===== src/rtl/mem_burst_v3.sv =====
// Burst adapter between frame-buffer masters and the DDR2 local interface: splits
// user bursts into local bursts, alternates read/write priority, recovers stalled reads.
module mem_burst_v3 #(
    parameter int MEM_DATA_BITS   = 32,
    parameter int ADDR_BITS       = 24,
    parameter int LOCAL_SIZE_BITS = 3,
    parameter int BURST_SIZE      = 2,
    parameter int LEN_BITS        = 10,
    parameter int RD_TIMEOUT      = 200,
    parameter int RST_PULSE       = 4
) (
    input  logic                         mem_clk,
    input  logic                         rst_n,
    input  logic                         rd_burst_req,
    input  logic                         wr_burst_req,
    input  logic [LEN_BITS-1:0]          rd_burst_len,
    input  logic [LEN_BITS-1:0]          wr_burst_len,
    input  logic [ADDR_BITS-1:0]         rd_burst_addr,
    input  logic [ADDR_BITS-1:0]         wr_burst_addr,
    output logic                         rd_burst_data_valid,
    output logic [MEM_DATA_BITS-1:0]     rd_burst_data,
    output logic                         wr_burst_data_req,
    input  logic [MEM_DATA_BITS-1:0]     wr_burst_data,
    output logic                         rd_burst_finish,
    output logic                         wr_burst_finish,
    output logic                         burst_finish,
    output logic                         rd_timeout_err,
    input  logic                         local_init_done,
    input  logic                         local_ready,
    input  logic                         local_rdata_valid,
    input  logic [MEM_DATA_BITS-1:0]     local_rdata,
    output logic                         local_burstbegin,
    output logic                         local_read_req,
    output logic                         local_write_req,
    output logic [ADDR_BITS-1:0]         local_address,
    output logic [LOCAL_SIZE_BITS-1:0]   local_size,
    output logic [MEM_DATA_BITS-1:0]     local_wdata,
    output logic [MEM_DATA_BITS/8-1:0]   local_be,
    output logic                         ddr_rst_n
);
    localparam int TMR_W = $clog2(RD_TIMEOUT + 1);
    localparam int RST_W = $clog2(RST_PULSE + 1);
    localparam logic [LEN_BITS-1:0] ONE = LEN_BITS'(1);

    typedef enum logic [2:0] {
        IDLE, RD_CMD, RD_WAIT, WR_FIRST, WR_BEGIN, WR_DATA, RECOVER
    } state_t;

    state_t                     state_q;
    logic [ADDR_BITS-1:0]       addr_q;
    logic [LOCAL_SIZE_BITS-1:0] size_q;
    logic [LEN_BITS-1:0]        len_q, rem_q, rd_cnt_q, beat_q;
    logic [TMR_W-1:0]           timer_q;
    logic [RST_W-1:0]           rst_cnt_q;
    logic                       last_wr_q, err_q, ddr_rst_n_q;

    logic                in_rd, in_wr, accept, rd_beat, rd_last, wr_last;
    logic                rd_pend, wr_pend, rd_grant, wr_grant;
    logic [LEN_BITS-1:0] size_ext, rem_d;

    function automatic logic [LOCAL_SIZE_BITS-1:0] burst_min(input logic [LEN_BITS-1:0] n);
        if (n > LEN_BITS'(BURST_SIZE))
            return LOCAL_SIZE_BITS'(BURST_SIZE);
        return LOCAL_SIZE_BITS'(n);
    endfunction

    assign in_rd    = (state_q == RD_CMD) || (state_q == RD_WAIT);
    assign in_wr    = (state_q == WR_BEGIN) || (state_q == WR_DATA);
    assign accept   = in_wr && local_ready && local_init_done;
    assign rd_beat  = in_rd && local_rdata_valid && local_init_done;
    assign rd_last  = rd_beat && (state_q == RD_WAIT) && (rd_cnt_q + ONE == len_q);
    assign wr_last  = accept && (rem_q == ONE);
    assign size_ext = LEN_BITS'(size_q);
    assign rem_d    = rem_q - size_ext;

    // A zero-length request is never granted; on a tie the type not served last wins.
    assign rd_pend  = rd_burst_req && (rd_burst_len != '0);
    assign wr_pend  = wr_burst_req && (wr_burst_len != '0);
    assign rd_grant = rd_pend && (!wr_pend || last_wr_q);
    assign wr_grant = wr_pend && !rd_grant;

    // Counting requests while the remaining count (this beat included) is >= 2,
    // plus the prefetch in WR_FIRST, yields exactly len requests.
    assign wr_burst_data_req   = ((state_q == WR_FIRST) && local_init_done)
                               || (accept && (rem_q >= LEN_BITS'(2)));
    assign rd_burst_data_valid = rd_beat;
    assign rd_burst_data       = local_rdata;
    assign rd_burst_finish     = (rd_last || err_q) && local_init_done;
    assign wr_burst_finish     = wr_last;
    assign burst_finish        = rd_burst_finish || wr_burst_finish;
    assign rd_timeout_err      = err_q;
    assign local_read_req      = (state_q == RD_CMD);
    assign local_write_req     = in_wr;
    assign local_burstbegin    = (state_q == RD_CMD) || (state_q == WR_BEGIN);
    assign local_address       = addr_q;
    assign local_size          = size_q;
    assign local_wdata         = wr_burst_data;
    assign local_be            = '1;
    assign ddr_rst_n           = ddr_rst_n_q;

    always_ff @(posedge mem_clk or negedge rst_n) begin
        if (!rst_n) begin
            state_q     <= IDLE;
            addr_q      <= '0;
            size_q      <= '0;
            len_q       <= '0;
            rem_q       <= '0;
            rd_cnt_q    <= '0;
            beat_q      <= '0;
            timer_q     <= '0;
            rst_cnt_q   <= '0;
            last_wr_q   <= 1'b1;
            err_q       <= 1'b0;
            ddr_rst_n_q <= 1'b1;
        end else if (!local_init_done) begin
            state_q     <= IDLE;
            timer_q     <= '0;
            rst_cnt_q   <= '0;
            err_q       <= 1'b0;
            ddr_rst_n_q <= 1'b1;
        end else begin
            err_q <= 1'b0;
            case (state_q)
                IDLE: begin
                    rd_cnt_q <= '0;
                    beat_q   <= '0;
                    timer_q  <= '0;
                    if (rd_grant) begin
                        state_q   <= RD_CMD;
                        addr_q    <= rd_burst_addr;
                        len_q     <= rd_burst_len;
                        rem_q     <= rd_burst_len;
                        size_q    <= burst_min(rd_burst_len);
                        last_wr_q <= 1'b0;
                    end else if (wr_grant) begin
                        state_q   <= WR_FIRST;
                        addr_q    <= wr_burst_addr;
                        len_q     <= wr_burst_len;
                        rem_q     <= wr_burst_len;
                        size_q    <= burst_min(wr_burst_len);
                        last_wr_q <= 1'b1;
                    end
                end
                RD_CMD: begin
                    if (rd_beat)
                        rd_cnt_q <= rd_cnt_q + ONE;
                    if (local_ready) begin
                        addr_q <= addr_q + ADDR_BITS'(size_q);
                        rem_q  <= rem_d;
                        size_q <= burst_min(rem_d);
                        if (rem_d == '0)
                            state_q <= RD_WAIT;
                    end
                end
                RD_WAIT: begin
                    if (rd_beat) begin
                        rd_cnt_q <= rd_cnt_q + ONE;
                        timer_q  <= '0;
                    end else begin
                        timer_q <= timer_q + TMR_W'(1);
                    end
                    if (rd_last) begin
                        state_q <= IDLE;
                    end else if (!rd_beat && (timer_q == TMR_W'(RD_TIMEOUT))) begin
                        state_q     <= RECOVER;
                        err_q       <= 1'b1;
                        ddr_rst_n_q <= 1'b0;
                        rst_cnt_q   <= '0;
                    end
                end
                WR_FIRST: state_q <= WR_BEGIN;
                WR_BEGIN, WR_DATA: begin
                    if (local_ready) begin
                        rem_q <= rem_q - ONE;
                        if (rem_q == ONE) begin
                            state_q <= IDLE;
                        end else if (beat_q + ONE == size_ext) begin
                            addr_q  <= addr_q + ADDR_BITS'(size_q);
                            size_q  <= burst_min(rem_q - ONE);
                            beat_q  <= '0;
                            state_q <= WR_BEGIN;
                        end else begin
                            beat_q  <= beat_q + ONE;
                            state_q <= WR_DATA;
                        end
                    end
                end
                RECOVER: begin
                    rst_cnt_q <= rst_cnt_q + RST_W'(1);
                    if (rst_cnt_q == RST_W'(RST_PULSE - 1)) begin
                        ddr_rst_n_q <= 1'b1;
                        state_q     <= IDLE;
                    end
                end
                default: state_q <= IDLE;
            endcase
        end
    end
endmodule


===== config.mk =====
export PLATFORM = sky130hd
export DESIGN_NAME = mem_burst_v3
export DESIGN_NICKNAME = d
export VERILOG_FILES = /design/src/rtl/mem_burst_v3.sv
export SDC_FILE = /design/constraint.sdc
export NUM_CORES = 1
export LEC_CHECK = 0
export CAP_MARGIN = 20
export CORE_UTILIZATION = 50
export DETAILED_ROUTE_END_ITERATION = 8
export DONT_BUFFER_PORTS = 1
export GPL_TIMING_DRIVEN = 0
export REMOVE_ABC_BUFFERS = 1
export SLEW_MARGIN = 20
export SYNTH_ARGS = -nofsm -noshare
export SYNTH_HDL_FRONTEND = slang
export SYNTH_SLANG_ARGS = --single-unit

===== constraint.sdc =====
create_clock -name mem_clk -period 3.6 [get_ports mem_clk]
set_input_delay 0.72 -clock mem_clk [delete_from_list [all_inputs] [get_ports mem_clk]]
set_output_delay 0.72 -clock mem_clk [all_outputs]
set_load 0.02 [all_outputs]

### Word level (Yosys, flattened, before mapping)

Cells that the tools add are included.

* equality and inequality tests: 27
* muxes and demuxes: 82
* magnitude comparators: 5
* reductions and logical operators: 43
* $add $sub $neg: 7

Operator list (number)
* $mux 24: 6
* $mux 3: 27
* $mux 10: 8
* $pmux 24 s3: 1
* $gt 10x2->1 const B: 4
* $pmux 10 s2: 2
* $mux 1: 30
* $pmux 10 s3: 1
* $add 24x3->24: 1
* $add 10x1->10 const B: 2
* $reduce_bool 10->1: 2
* $pmux 3 s6: 1
* $mux 8: 2
* $pmux 8 s2: 1
* $logic_and 1x1->1: 15
* $ne 3x3->1 const B: 5
* $eq 10x1->1 const B: 1
* $eq 10x10->1: 1
* $eq 10x3->1: 1
* $ge 10x2->1 const B: 1
* $logic_not 10->1: 1
* $sub 10x1->10 const B: 1
* $sub 10x3->10: 1
* $eq 3x2->1 const B: 3
* 25 further kinds: 46

* output and inout port bits: 105
* register bits after elaboration: 84
* word-level logic and storage cells: 176

### Depth between registers and ports, before layout

Gate-level depths: netlist (run 1).

* depth after elaboration: 15
* mapped depth: 11
* mapped depth without buffers: 11

### Least setup slack after synthesis (run 1)

Ideal clock, no wire load.

* path kind: reg-to-output
* start: register rem_q[4]
* end: output port burst_finish
* slack: 0.348 ns
* cell stages (with the launch flop): 8
* required time: 2.880 ns
* arrival: 2.532 ns
* cells stage by stage: dfrtp_1 buf_6 or4_4 or3_4 or4b_1 buf_2 nor2_1 or2_2

* cells in the longest elaborated chain, start to end: 3

RTL lines
* from (decl): line 52 `logic [LEN_BITS-1:0] len_q, rem_q, rd_cnt_q, beat_q;`
* from (signal assigned): line 132 `rem_q <= rd_burst_len;`
* from (signal assigned): line 139 `rem_q <= wr_burst_len;`
* from (signal assigned): line 149 `rem_q <= rem_d;`
* $eq 10x1->1: line 72 `assign wr_last = accept && (rem_q == ONE);`
* $logic_and 1x1->1: line 72
* net wr_burst_finish: line 25 `output logic wr_burst_finish,`
* $logic_or 1x1->1: line 90 `assign burst_finish = rd_burst_finish || wr_burst_finish;`
* to (decl): line 26 `output logic burst_finish,`

The timed path passes the listed nets, and every way through them passes these cells.

### Final worst setup path (run 1)

* start: register rd_cnt_q[1]
* end: output port burst_finish

* cells in the longest elaborated chain, start to end: 6

RTL lines
* from (decl): line 52
* from (signal assigned): line 146 `rd_cnt_q <= rd_cnt_q + ONE;`
* from (signal assigned): line 157 `rd_cnt_q <= rd_cnt_q + ONE;`
* $add 10x1->10: line 71 `assign rd_last = rd_beat && (state_q == RD_WAIT) && (rd_cnt_q + ONE == len_q);`
* $eq 10x10->1: line 71
* $logic_and 1x1->1: line 71
* $logic_or 1x1->1: line 88 `assign rd_burst_finish = (rd_last || err_q) && local_init_done;`
* $logic_and 1x1->1: line 88
* net rd_burst_finish: line 24 `output logic rd_burst_finish,`
* $logic_or 1x1->1: line 90

The timed path passes the listed nets, and every way through them passes these cells.

==> reports/metrics.yaml, run 1 <==
timing:
  tns_ns: 0
  max-slew-margin-rel: 0.4192
  finalHoldViolCount: 0
  fmax_mhz: 283.7
  rsz0062_at_grt: "false"
  slew_viol_final: 0
  post-route-period-util: 0.9791
  setup_viol: 0
  fin_worst_skew_ns: 0.01008
  worst_pin_slew_ns: 0.8681
  post-route-min-period_ns: 3.525
grt:
  busiest_layer: "met2"
  grtUsageMet2: 0.4893
  track_usage: 0.3382
  grt_max_degree: 85
  grtUsageMet1: 0.3791
  grt-ovfl-total: 0
  use_met3: 0.2568
  grt_pass1_vias: 5573
  antenna_found_initial: 1
  grt_pass1_wl_um: 35400
synthesis:
  synthArstFlopShare: 1.000
  synth-edff-count: 0
  yosysSeqAreaShare: 0.3114
  synth_top_cell_by_area: "dfrtp_1"
  synthCells: 818
  ys_warn_count: 0
  yosys.area.top_type_share: 0.3036
  synthTopCellsByCount: "82 x dfrtp_1, 79 x o21ai_0, 70 x buf_4, 62 x nand2_1, 56 x nor2_1"
  synth.most_common_cell: "dfrtp_1"
  syn_area_per_cell_sq_um: 8.263
  netlist_area_sq_um: 6759
  synth_cell_types: 69
  synthFlopType: "dfrtp_1"
  synth_seq_cells: 84
  synth.area.top_cells: "dfrtp_1 30%, buf_4 7.8%, o21ai_0 5.8%"
clock_network:
  path_clk_slew_ns: 0.06
  cts_tree: "built"
  hold_buffers: 0
  cts_root_buf: "clkbuf_16"
  numCtsBuffers: 9
  cts_buffer_depth: 2
  clk_latency_ns: 0.35
  numClockSinks: 84
  h-tree-depth: 3
flow_run:
  drv_cap: 0
pwr:
  total_leakage_power_nw: 2.719
  total_power_mw: 5.113
  peakVddDrop_uv: 421.6
  pwr_density_cell_nw_per_um2: 750.6
floorplanning:
  die_h_um: 118.3
  pin_count: 244
  core_sq_um: 13190
  start_util: 0.5124
  die_x_um: 118.3
  row_count: 42
  die_area_sq_um: 13990
min_path:
  hold_path.class: "primary input to async pin"
place:
  dp_cells: 886
  port_buffers: 0
  hpwlAfterDp_um: 18000
  gp_congestion: 0.8949
routing:
  route.detailed.drc: 0
  drt-pass1-iter-count: 5
  via_per_inst: 6.684
  drtAntennaViolNets: 0
  drt-initial-drc-count: 503
  finalWirelength_um: 23650
  vias: 6109
  wl_per_cell_um: 25.87
worst_setup_path:
  arrival_ns: 2.80
  path_max_fanout: 6
  startpoint_type: "register"
  critPathKind: "register to primary output"
  end_kind: "primary output"
  critPathRequiredTime_ns: 2.88
cells_and_area:
  areaGrowthSynthToFinish_pct: 0.7775
  stdcell_count: 914
  drive_above_1_share: 0.1277
  n_fill_cell: 1240
  nets: 888
run_status:
  status: "complete, no violations"
flip-flops by register name, indices dropped and copies added, names as in the netlist, 3 cells and up:
| signal | count |
|---|---|
| local_size | 3 |
| local_address | 24 |
| timer_q | 8 |
| rem_q | 10 |
| state_q | 3 |
| beat_q | 10 |
| rst_cnt_q | 3 |
| len_q | 10 |
| rd_cnt_q | 10 |
repair_timing:
item / CTS / global route
setup buffers: 0 / 9
resized for setup: 13 / 6
cloned: 0 / 1
endpoints found under the setup margin: 30 / 6
pin swaps: 1 / 2
through the flow:
step | hold WS, ns | instance area, sq um | utilization | setup WS [ns]
final | 0.06229 | 6812 | 0.5164 | 0.07517
after global routing | 0.04868 | 6809 | 0.5162 | 0.001184
after CTS | 0.05452 | 6719 | 0.5094 | 0.01293
after detailed placement | 0.4278 | 6412 | 0.4862 | -0.4974
after global placement | 0.4274 | 6260 | 0.4746 | -5.272
after floorplan | 0.4244 | 6040 | - | -2.386
logic make-up (layout without fill, tap and decap cells):
logic type               Yosys count  in the layout  share of synthesized area
multiplexers                      41             41                    0.06646
other                              1              6                  0.0005548
AND/OR/NAND/NOR                  251            252                     0.1899
flip-flops                        84             84                     0.3114
XOR/XNOR                          19             19                    0.02462
AO/OA/AOI/OAI                    268            268                     0.2523
adder cells (fa/ha/maj)           18             18                    0.03554
buffers and inverters            136             50                     0.1192
layer usage:
layer  wire length [um]  share of wire
met1               8745           0.37
met2              10090           0.43
met3               4222           0.18
met4                469          0.020
met5                117         0.0049
worst max-delay path, stage by stage, from the launching register on:
cell	delay, ns
dfrtp_2	0.41
nand3_1	0.15
o21a_1	0.22
or4b_1	0.51
a2111o_1	0.47
nor3_4	0.30
o21a_4	0.20
or2_2	0.17
final cells by class:
| class | instances | area (sq um) | share of cell area |
|---|---|---|---|
| inverter | 20 | 75.07 | 0.01102 |
| multi-input combinational | 602 | 3955 | 0.5806 |
| tap | 176 | 220.2 | 0.03233 |
| antenna | 2 | 5.005 | 0.0007348 |
| clock inverter | 2 | 15.01 | 0.002204 |
| clock buffer | 14 | 254.0 | 0.03729 |
| timing repair buffer | 14 | 173.9 | 0.02553 |
| sequential | 84 | 2113 | 0.3103 |
where the power goes:
| part | switching (mW) | total, mW | internal (mW) | leakage, nW |
|---|---|---|---|---|
| clock | 0.385 | 0.873 | 0.488 | 0.123 |
| sequential | 0.653 | 1.89 | 1.24 | 1.03 |
| combinational | 1.39 | 2.35 | 0.964 | 1.56 |
| total | 2.42 | 5.11 | 2.69 | 2.72 |
worst paths after layout:
path                                 to  slack (ns)  cells after the start       startpoint
setup / recovery           burst_finish        0.08                      7      rd_cnt_q[1]
hold / removal                beat_q[0]        0.06                      0            rst_n
hold reg to reg             rd_cnt_q[9]        0.50                      1      rd_cnt_q[9]
min in group mem_clk          ddr_rst_n        0.45                      1  local_init_done
setup reg to reg             state_q[2]        0.19                     10    local_size[0]
max in group asynchronous     last_wr_q        3.30                      0            rst_n
layout by cell type (no fill, tap or decap), drive strengths merged, types with 14 or more instances in the layout:
cell and n:
o22ai 16, a21oi 65, o21ai 81, buf 14, mux2 22, inv 19, clkbuf 14, nand2b 14
nand3 20, dfrtp 82, ha 16, mux2i 19, nor2 56, nand2 62, a31oi 24, nor3 24
Note: power is estimated with default switching activity, not from simulation.
==> inputs of run 2 (changes only) <==
--- a/config.mk
+++ b/config.mk
@@ -7,4 +7,5 @@
 export LEC_CHECK = 0
 export CAP_MARGIN = 20
+export CORE_MARGIN = 1.5
 export CORE_UTILIZATION = 50
 export DETAILED_ROUTE_END_ITERATION = 8
==> constraint.sdc (replaced) <==
create_clock -name mem_clk -period 3.6 [get_ports mem_clk]
set_input_delay 0.36 -clock mem_clk [delete_from_list [all_inputs] [get_ports mem_clk]]
set_output_delay 0.36 -clock mem_clk [all_outputs]
set_load 0.02 [all_outputs]
==> reports/metrics.yaml, run 2 (synthesis results as in run 1) <==
run_status:
  status: "complete, no violations"
timing:
  hold-worst-slack_ns: 0.07813  # +0.01584 ns
  setup_viol: 0  # unchanged
  slew_viol_final: 0  # unchanged
  finalHoldViolCount: 0  # unchanged
  fmax_mhz: 289.2  # +2.0%
  max-slew-margin-rel: 0.4251  # +0.005929
  post-route-min-period_ns: 3.457  # -0.06759 ns
  post-route-period-util: 0.9603  # -0.01878
  rsz0062_at_grt: "false"
  worst_pin_slew_ns: 0.8592  # -0.008861 ns
  fin_worst_skew_ns: 0.009267  # -0.0008178 ns
min_path:
  hold_path.class: "primary input to register"
cells_and_area:
  areaGrowthSynthToFinish_pct: -0.2962
  final_area_sq_um: 6739  # -1.1%
  mostFrequentLayoutCells: "80 x dfrtp_1, 79 x o21ai_0, 62 x nand2_1, 54 x nor2_1, 54 x a21oi_1"
  nets: 880  # -0.90%
  antennaDiodeCount: 0  # -2
  final_common_cell: "dfrtp_1"
  largest_register_ffs: 24  # unchanged
  fin_util: 0.5089  # -0.007530
  stdcell_count: 904  # -1.1%
  drive_above_1_share: 0.1099  # -0.01783
place:
  hpwlAfterDp_um: 17270  # -4.1%
  port_buffers: 0  # unchanged
  placed_cell_area_sq_um: 6385  # -0.43%
  gp_congestion: 0.9409  # +5.1%
  dp_cells: 885  # -0.11%
pwr:
  switchingPower_mw: 2.460  # +1.5%
  peakVddDrop_uv: 375.4  # -11%
  total_power_mw: 5.178  # +1.3%
  seqPwrFrac: 0.366  # -0.004
  p_comb_frac: 0.454  # -0.005
  total_leakage_power_nw: 2.693  # -0.94%
  p_int_mw: 2.719  # +1.1%
  pwr_density_cell_nw_per_um2: 768.4  # +2.4%
  switching_share: 0.4750  # +0.001057
  pwr-share-clk: 0.180  # +0.009
clock_network:
  post-cts-setup-buffers: 0  # unchanged
  clk_latency_ns: 0.35  # about the same
  numClockSinks: 84  # unchanged
  cts_root_buf: "clkbuf_16"
  cts_buffer_depth: 2  # unchanged
  numCtsBuffers: 9  # unchanged
  path_clk_slew_ns: 0.07  # about the same
  cts_tree: "built"
  h-tree-depth: 3  # unchanged
routing:
  via_per_inst: 6.710  # +0.39%
  drtAntennaViolNets: 0  # unchanged
  route.detailed.drc: 0  # unchanged
  drt-pass1-iter-count: 5  # unchanged
  wl_per_cell_um: 25.50  # -1.4%
  vias: 6066  # -0.70%
  finalWirelength_um: 23050  # -2.5%
  drt-initial-drc-count: 464  # -7.8%
worst_setup_path:
  critPathKind: "register to primary output"
  end_kind: "primary output"
  arrival_ns: 3.10  # +0.30 ns
  critPathRequiredTime_ns: 3.24  # +0.36 ns
  path_max_fanout: 12  # +6
  startpoint_type: "register"
grt:
  grt-ovfl-total: 0  # unchanged
  track_usage: 0.3290  # -0.009192
  grt_max_degree: 85  # unchanged
  grt_pass1_wl_um: 35240  # -0.47%
  antenna_found_initial: 0  # -1
  grt_pass1_vias: 5756  # +3.3%
floorplanning:
  core_sq_um: 13240  # +0.40%
  start_util: 0.5104  # -0.002033
  die_area_sq_um: 14220  # +1.7%
  pin_count: 244  # unchanged
  die_h_um: 119.3  # +0.85%
  row_count: 42  # unchanged
  die_x_um: 119.3  # +0.85%
flow_run:
  drv_cap: 0  # unchanged
[run 2: power groups by stage]
stage / Sequential, mW / Clock (mW) / Combinational (mW)
2_1_floorplan: 1.73 / 0 / 1.74
5_1_grt: 1.95 / 0.989 / 2.60
4_1_cts: 1.88 / 0.944 / 2.32
3_5_place_dp: 1.90 / 0 / 2.27
3_3_place_gp: 1.89 / 0 / 2.16
6_report: 1.90 / 0.932 / 2.35
[run 2: stage by stage]
step	setup slack, ns	setup TNS, ns
2_1_floorplan	-2.026	-68.71
3_3_place_gp	-4.413	-166.26
3_5_place_dp	-0.5782	-10.75
4_1_cts	0.02308	0
5_1_grt	0.02599	0
6_report	0.1428	0
[run 2: layout make-up]
type | instances | area [sq um]
clock buffers | 11 | 232.7
clock inverters | 5 | 52.55
fillers | 1327 | 6504
inverters | 20 | 75.07
multi-input cells | 602 | 3935
flip-flops and latches | 84 | 2107
well taps | 176 | 220.2
repair buffers | 6 | 116.4
[run 2: critical path, cell delays in order (launching register included)]
cell and delay (ns):
dfrtp_1 0.52, or4_4 0.61, or3_4 0.39, or4b_1 0.67, nor2_2 0.32, or2_2 0.23
[run 2: layer usage]
| metal | share of wire | vias to the layer above | GRT usage |
|---|---|---|---|
| met5 | 0.0085 | - | 0.1213 |
| met4 | 0.025 | 6 | 0.1077 |
| met3 | 0.16 | 44 | 0.2083 |
| met2 | 0.41 | 354 | 0.4581 |
| met1 | 0.40 | 2919 | 0.4036 |
| li1 | - | 2743 | - |
[run 2: path summary, 6_finish.rpt]
check,slack [ns],from,end,cells past startpoint
setup reg to reg,0.19,local_size[0],state_q[2],10
min in group asynchronous,0.58,rst_n,beat_q[3],2
max in group asynchronous,2.64,rst_n,ddr_rst_n,2
setup / recovery,0.14,rem_q[3],burst_finish,5
hold / removal,0.08,local_init_done,ddr_rst_n,1
hold reg to reg,0.48,timer_q[6],timer_q[6],1
[run 2: what timing repair did]
action,4_1_cts,5_1_grt
endpoints found under the setup margin,28,28
cloned,1,0
pin swaps,1,0
gates resized for setup,3,5
hold buffers,2,0
hold endpoints to repair,84,0
